<file path="src/rtl/load_queue_pkg.sv">
// Shared sizes, per-entry state encoding and entry record for the load queue.
package load_queue_pkg;
    localparam int LQ_SZ    = 8;
    localparam int SQ_SZ    = 8;
    localparam int XLEN     = 32;
    localparam int TAG_W    = 6;
    localparam int LQ_IDX_W = $clog2(LQ_SZ);
    localparam int SQ_IDX_W = $clog2(SQ_SZ);
    localparam int CNT_W    = LQ_IDX_W + 1;

    typedef enum logic [2:0] {
        LQ_EMPTY,
        LQ_WAIT_ADDR,
        LQ_READY,
        LQ_MEM_WAIT,
        LQ_DATA,
        LQ_WB_DONE
    } lq_state_e;

    typedef struct packed {
        lq_state_e             state;
        logic [TAG_W-1:0]      tag;
        logic [XLEN-1:0]       addr;
        logic [XLEN-1:0]       data;
        logic [SQ_IDX_W-1:0]   sq_age;
    } lq_entry_t;
endpackage

</file>
<file path="src/rtl/load_queue_picker.sv">
// Head-rotated priority select: returns the oldest entry whose match bit is set.
module load_queue_picker #(
    parameter int N     = 8,
    parameter int IDX_W = 3
) (
    input  logic [IDX_W-1:0] head,
    input  logic [N-1:0]     match,
    output logic [IDX_W-1:0] idx,
    output logic             valid
);
    logic [IDX_W-1:0] j;

    // Walk youngest-to-oldest so the last hit written is the oldest one.
    always_comb begin
        idx   = '0;
        valid = 1'b0;
        j     = '0;
        for (int i = N - 1; i >= 0; i--) begin
            j = head + IDX_W'(i);
            if (match[j]) begin
                valid = 1'b1;
                idx   = j;
            end
        end
    end
endmodule

</file>
<file path="src/rtl/load_queue.sv">
// In-order load queue: SQ forwarding search, single-outstanding dcache miss path, CDB writeback.
module load_queue
    import load_queue_pkg::*;
(
    input  logic                clock,
    input  logic                reset,
    input  logic                alloc_en,
    input  logic [TAG_W-1:0]    alloc_tag,
    input  logic [SQ_IDX_W-1:0] alloc_sq_tail,
    output logic [LQ_IDX_W-1:0] alloc_idx,
    output logic                lq_full,
    input  logic                addr_en,
    input  logic [LQ_IDX_W-1:0] addr_idx,
    input  logic [XLEN-1:0]     addr,
    output logic                sq_srch_valid,
    output logic [XLEN-1:0]     sq_srch_addr,
    output logic [SQ_IDX_W-1:0] sq_srch_age,
    input  logic                sq_srch_hit,
    input  logic [XLEN-1:0]     sq_srch_data,
    input  logic                sq_srch_unk,
    output logic                dc_req_valid,
    output logic [XLEN-1:0]     dc_req_addr,
    input  logic                dc_req_ready,
    input  logic                dc_rsp_valid,
    input  logic [XLEN-1:0]     dc_rsp_data,
    output logic                wb_valid,
    output logic [TAG_W-1:0]    wb_tag,
    output logic [XLEN-1:0]     wb_data,
    input  logic                wb_ready,
    input  logic                retire_en,
    input  logic                squash
);
    lq_entry_t           entries [LQ_SZ];
    logic [LQ_IDX_W-1:0] head, tail, pend_idx;
    logic [CNT_W-1:0]    count;
    logic                mem_busy, drop_rsp;

    logic [LQ_SZ-1:0]    ready_vec, data_vec;
    logic [LQ_IDX_W-1:0] s_idx, w_idx;
    logic                s_valid, w_valid;
    logic                alloc_fire, retire_fire, dc_fire;

    always_comb begin
        ready_vec = '0;
        data_vec  = '0;
        for (int k = 0; k < LQ_SZ; k++) begin
            ready_vec[k] = (entries[k].state == LQ_READY);
            data_vec[k]  = (entries[k].state == LQ_DATA);
        end
    end

    load_queue_picker #(.N(LQ_SZ), .IDX_W(LQ_IDX_W)) u_srch_pick (
        .head(head), .match(ready_vec), .idx(s_idx), .valid(s_valid)
    );

    load_queue_picker #(.N(LQ_SZ), .IDX_W(LQ_IDX_W)) u_wb_pick (
        .head(head), .match(data_vec), .idx(w_idx), .valid(w_valid)
    );

    assign lq_full     = (count == CNT_W'(LQ_SZ));
    assign alloc_idx   = tail;
    assign alloc_fire  = alloc_en && !lq_full;
    assign retire_fire = retire_en && (entries[head].state == LQ_WB_DONE);

    assign sq_srch_valid = s_valid;
    assign sq_srch_addr  = s_valid ? entries[s_idx].addr : '0;
    assign sq_srch_age   = s_valid ? entries[s_idx].sq_age : '0;

    // A squashed-but-unreturned response still occupies the dcache, so block new issue.
    assign dc_req_valid = s_valid && !sq_srch_hit && !sq_srch_unk && !mem_busy
                          && !drop_rsp && !squash;
    assign dc_req_addr  = dc_req_valid ? entries[s_idx].addr : '0;
    assign dc_fire      = dc_req_valid && dc_req_ready;

    assign wb_valid = w_valid;
    assign wb_tag   = w_valid ? entries[w_idx].tag : '0;
    assign wb_data  = w_valid ? entries[w_idx].data : '0;

    always_ff @(posedge clock or negedge reset) begin
        if (!reset) begin
            for (int k = 0; k < LQ_SZ; k++) entries[k] <= '0;
            head     <= '0;
            tail     <= '0;
            count    <= '0;
            pend_idx <= '0;
            mem_busy <= 1'b0;
            drop_rsp <= 1'b0;
        end else if (squash) begin
            for (int k = 0; k < LQ_SZ; k++) entries[k].state <= LQ_EMPTY;
            head     <= '0;
            tail     <= '0;
            count    <= '0;
            mem_busy <= 1'b0;
            drop_rsp <= (mem_busy || drop_rsp) && !dc_rsp_valid;
        end else begin
            // Each event below targets an entry in a distinct state, so they never collide.
            if (alloc_fire) begin
                entries[tail].state  <= LQ_WAIT_ADDR;
                entries[tail].tag    <= alloc_tag;
                entries[tail].addr   <= '0;
                entries[tail].data   <= '0;
                entries[tail].sq_age <= alloc_sq_tail;
                tail <= tail + 1'b1;
            end
            if (addr_en && entries[addr_idx].state == LQ_WAIT_ADDR) begin
                entries[addr_idx].state <= LQ_READY;
                entries[addr_idx].addr  <= addr;
            end
            if (s_valid && sq_srch_hit) begin
                entries[s_idx].state <= LQ_DATA;
                entries[s_idx].data  <= sq_srch_data;
            end else if (dc_fire) begin
                entries[s_idx].state <= LQ_MEM_WAIT;
                mem_busy <= 1'b1;
                pend_idx <= s_idx;
            end
            if (dc_rsp_valid) begin
                if (drop_rsp) begin
                    drop_rsp <= 1'b0;
                end else if (mem_busy) begin
                    entries[pend_idx].state <= LQ_DATA;
                    entries[pend_idx].data  <= dc_rsp_data;
                    mem_busy <= 1'b0;
                end
            end
            if (w_valid && wb_ready) entries[w_idx].state <= LQ_WB_DONE;
            if (retire_fire) begin
                entries[head].state <= LQ_EMPTY;
                head <= head + 1'b1;
            end
            count <= count + CNT_W'(alloc_fire) - CNT_W'(retire_fire);
        end
    end
endmodule

</file>
<file path="config.mk">
export PLATFORM = sky130hd
export DESIGN_NAME = load_queue
export DESIGN_NICKNAME = d
export VERILOG_FILES = /design/src/rtl/load_queue_pkg.sv /design/src/rtl/load_queue_picker.sv /design/src/rtl/load_queue.sv
export SDC_FILE = /design/constraint.sdc
export NUM_CORES = 2
export LEC_CHECK = 0
export ABC_AREA = 1
export CAP_MARGIN = 40
export CORE_MARGIN = 2
export CORE_UTILIZATION = 38
export DETAILED_ROUTE_END_ITERATION = 10
export GPL_TIMING_DRIVEN = 0
export PLACE_DENSITY = 0.53
export SLEW_MARGIN = 0
export SYNTH_ARGS = -nofsm -noshare
export SYNTH_HDL_FRONTEND = slang
export SYNTH_SLANG_ARGS = --single-unit
</file>
<file path="constraint.sdc">
create_clock -name clock -period 4.2 [get_ports clock]
set_input_delay 0.42 -clock clock [delete_from_list [all_inputs] [get_ports clock]]
set_output_delay 0.42 -clock clock [all_outputs]
set_load 0.05 [all_outputs]
</file>
==> metrics.txt <==
WL/cell 27.5 um; total power 34500 uW; Initial Utilization 38.4%; clk_lat worst skew ~700 ps; Mapped Cells 6685; GPL Wtd Cong 1.01; Fmax 0.212 GHz; Fill cells 11300; number of flops mapped to enable cells by yosys 0; Synth top cells by count nand2_1, o21ai_0, dfrtp_1; largest net degree at the start of global routing 105; Core ar. 111000 um2; Hold Path End entries[569]; syn nets 6817; post-synth top area share 36.7%; register area share after synthesis between 30% and 40%; global route overflow 0; Avg Synthesized Cell Area 6.36 um2; vias in the first global route 46300; CTS Sinks 623; cell area after synthesis between 40000 and 50000 um2; most frequent cell after synthesis nand2_1; die area 115000 um2; Final Hold Fails 0; slew margin rel. 29.8%; Reg clk slew, reported paths around 70 ps; synth-to-layout area growth 29.5%; P_leak 0.0266 uW; Crit Path Category register to primary output; H-tree Lvls 3; area of the multi-input gates 24800 um2; R2R Path Start entries[378]; clock tree from TritonCTS built; Seq cells post-synth 623; Yosys warnings 0; DRC 0; skew final 30.9 ps; Rows 122; outcome finished, violations left; ranking of synthesized cells by area dfrtp_1, nand2_1, o21ai_0, nand3_1, inv_1; first-pass GRT wire length roughly 340000 um; first drt pass iteration count 7; min Tclk post-route about 4700 ps; RSZ-0062 raised after global routing true; nets@finish 7286; distinct cell type count after synthesis 52; Worst-Margin Slew ~1100 ps; gr usage total 40.2%; critical path startpoint category register; HPWL after DPL 179000 um; CP Capture Type primary output; fin area between 50000 and 60000 um2; WP data required 3780 ps; die width 338 um; vias per cell 5.89; Initial DRC Count between 7000 and 8000; reg2reg end entries[370]; Pwr Density 626 nW/um2; data arrival time of the critical path approximately 4300 ps; Tcrit/Tclk final 112%; hold_sp addr[2]; Synth area leader dfrtp_1; Core Util, Final 49.7%; initial antenna violation count 13; layout cells sized above 1 14.4%; Final WS setup -510 ps; FFs w/ async S/R, synth 100%; placed cell area 47300 um2; Total Wirelength 240000 um; Top FF cell, synth dfrtp_1; maximum VDD drop 0.000392 V; max-slew violation count 0; CTS buffer count 82; Hold Path Depth 3; MaxCap Viol Count 0; failing checks setup timing; Reg2Reg Depth 12; Worst Path Max Fanout 10; Vert. Die Dim 338 um; Ports 231; vias 51300; Detail Route Antenna Nets 0; PortBufs 207; register area 15600 um2; root buf cell clkbuf_16; Hold Crit Class input pin to register; R2R Setup Slk 180 ps; # setup viols final 106; Clock Path Buffers 3
routing by layer:
layer  global-route usage, %  vias to the layer above  part of all wire (%)
met5                       0                        -                 0.016
li1                        -                    22700                     -
met4                    14.6                        6                   4.2
met3                    14.4                      534                    15
met1                    57.4                    24500                    41
met2                    54.9                     3527                    39
report_power, final:
group / switching (uW) / internal [uW]
logic: 11400 / 6210
clock network: 3210 / 4480
registers: 1510 / 7640
total: 16100 / 18300
metrics by stage:
stage / hold WS [ps] / instances / setup TNS, ps / setup slack (ps)
floorplan: 124 / 6685 / 0 / 69.6
global placement: 461 / 8380 / - / -28830
detailed placement: 433 / 8439 / -371810 / -2810
CTS: 146 / 8665 / -36660 / -430
global route: 192 / 8709 / -54450 / -620
finish: 169 / 8714 / -38960 / -510
cell type report:
cell class / instances / share of cell area (%)
Buffer: 505 / 5.86
Inverter: 554 / 3.88
Clock buffer: 124 / 4.45
Timing Repair Buffer: 389 / 8.38
Antenna cell: 6 / 0.0273
Clock inverter: 26 / 0.725
Multi-Input combinational cell: 4999 / 45.0
Tap cell: 1488 / 3.38
Sequential cell: 623 / 28.3
cells by family after synthesis:
family	share of synthesized area, %
AO/OA/AOI/OAI	17.4
AND/OR/NAND/NOR	35.2
buffers and inverters	10.2
adder cells (fa/ha/maj)	0.400
flip-flops	36.7
XOR/XNOR	0.0795
cell usage in the layout (no fill, tap or decap), types with 14 or more instances in the layout:
cell             count
nand2_4             18
a21oi_1            160
buf_4               98
o21ai_1            107
o21bai_1            21
nand3_2             26
o211ai_1            89
nand2_2             87
buf_8               50
buf_12              47
buf_2               42
nor2_1             423
clkbuf_8            32
buf_1               43
nand3_4             42
nand2_1           2261
nor2_2              61
nand3_1            549
o21ai_2             71
nand4_1             89
inv_1              529
clkdlybuf4s50_1     98
a31oi_1            220
dfrtp_1            622
nor2_4              54
o21ai_0            597
buf_6              148
clkbuf_2            14
a21oi_2             18
clkbuf_16          106
clkbuf_1           310
a21o_1              21
worst max-delay path, stage by stage, from the launching register on:
cell       delay (ps)
dfrtp_1           360
buf_6             130
inv_8              30
buf_8             110
clkbuf_16         140
ha_4              340
clkinv_8          100
nand3_2           110
nand3_2           100
nand2_2           110
inv_4              60
a21oi_4           160
o21ai_2            80
nand3_2            80
nand3_4            90
buf_12            170
nand2_8           140
buf_16            180
buf_4             140
buf_12            100
nor2_1             50
o21ai_2           260
nand3_4           190
nor2_4            170
buf_8             160
repair_timing:
action / 4_1_cts / 5_1_grt
gates resized for setup: 1285 / 527
pin swaps: 135 / 161
hold buffers: 1 / 0
gates cloned: 11 / 13
hold endpoints to repair: 65 / 0
buffers inserted: 67 / 35
endpoints found under the setup margin: 392 / 111
worst max-delay path by stage:
stage	start	end	slack, ps	cells after the start
2_1_floorplan	head[0]	dc_req_addr[13]	70	22
5_1_grt	head[0]	wb_data[4]	-620	24
3_3_place_gp	reset	entries[181]	-28830	1
4_1_cts	head[0]	dc_req_addr[4]	-430	26
6_report	head[0]	wb_data[4]	-510	24
3_5_place_dp	head[1]	wb_data[0]	-2810	20
Power figures use the tool's default switching activity.
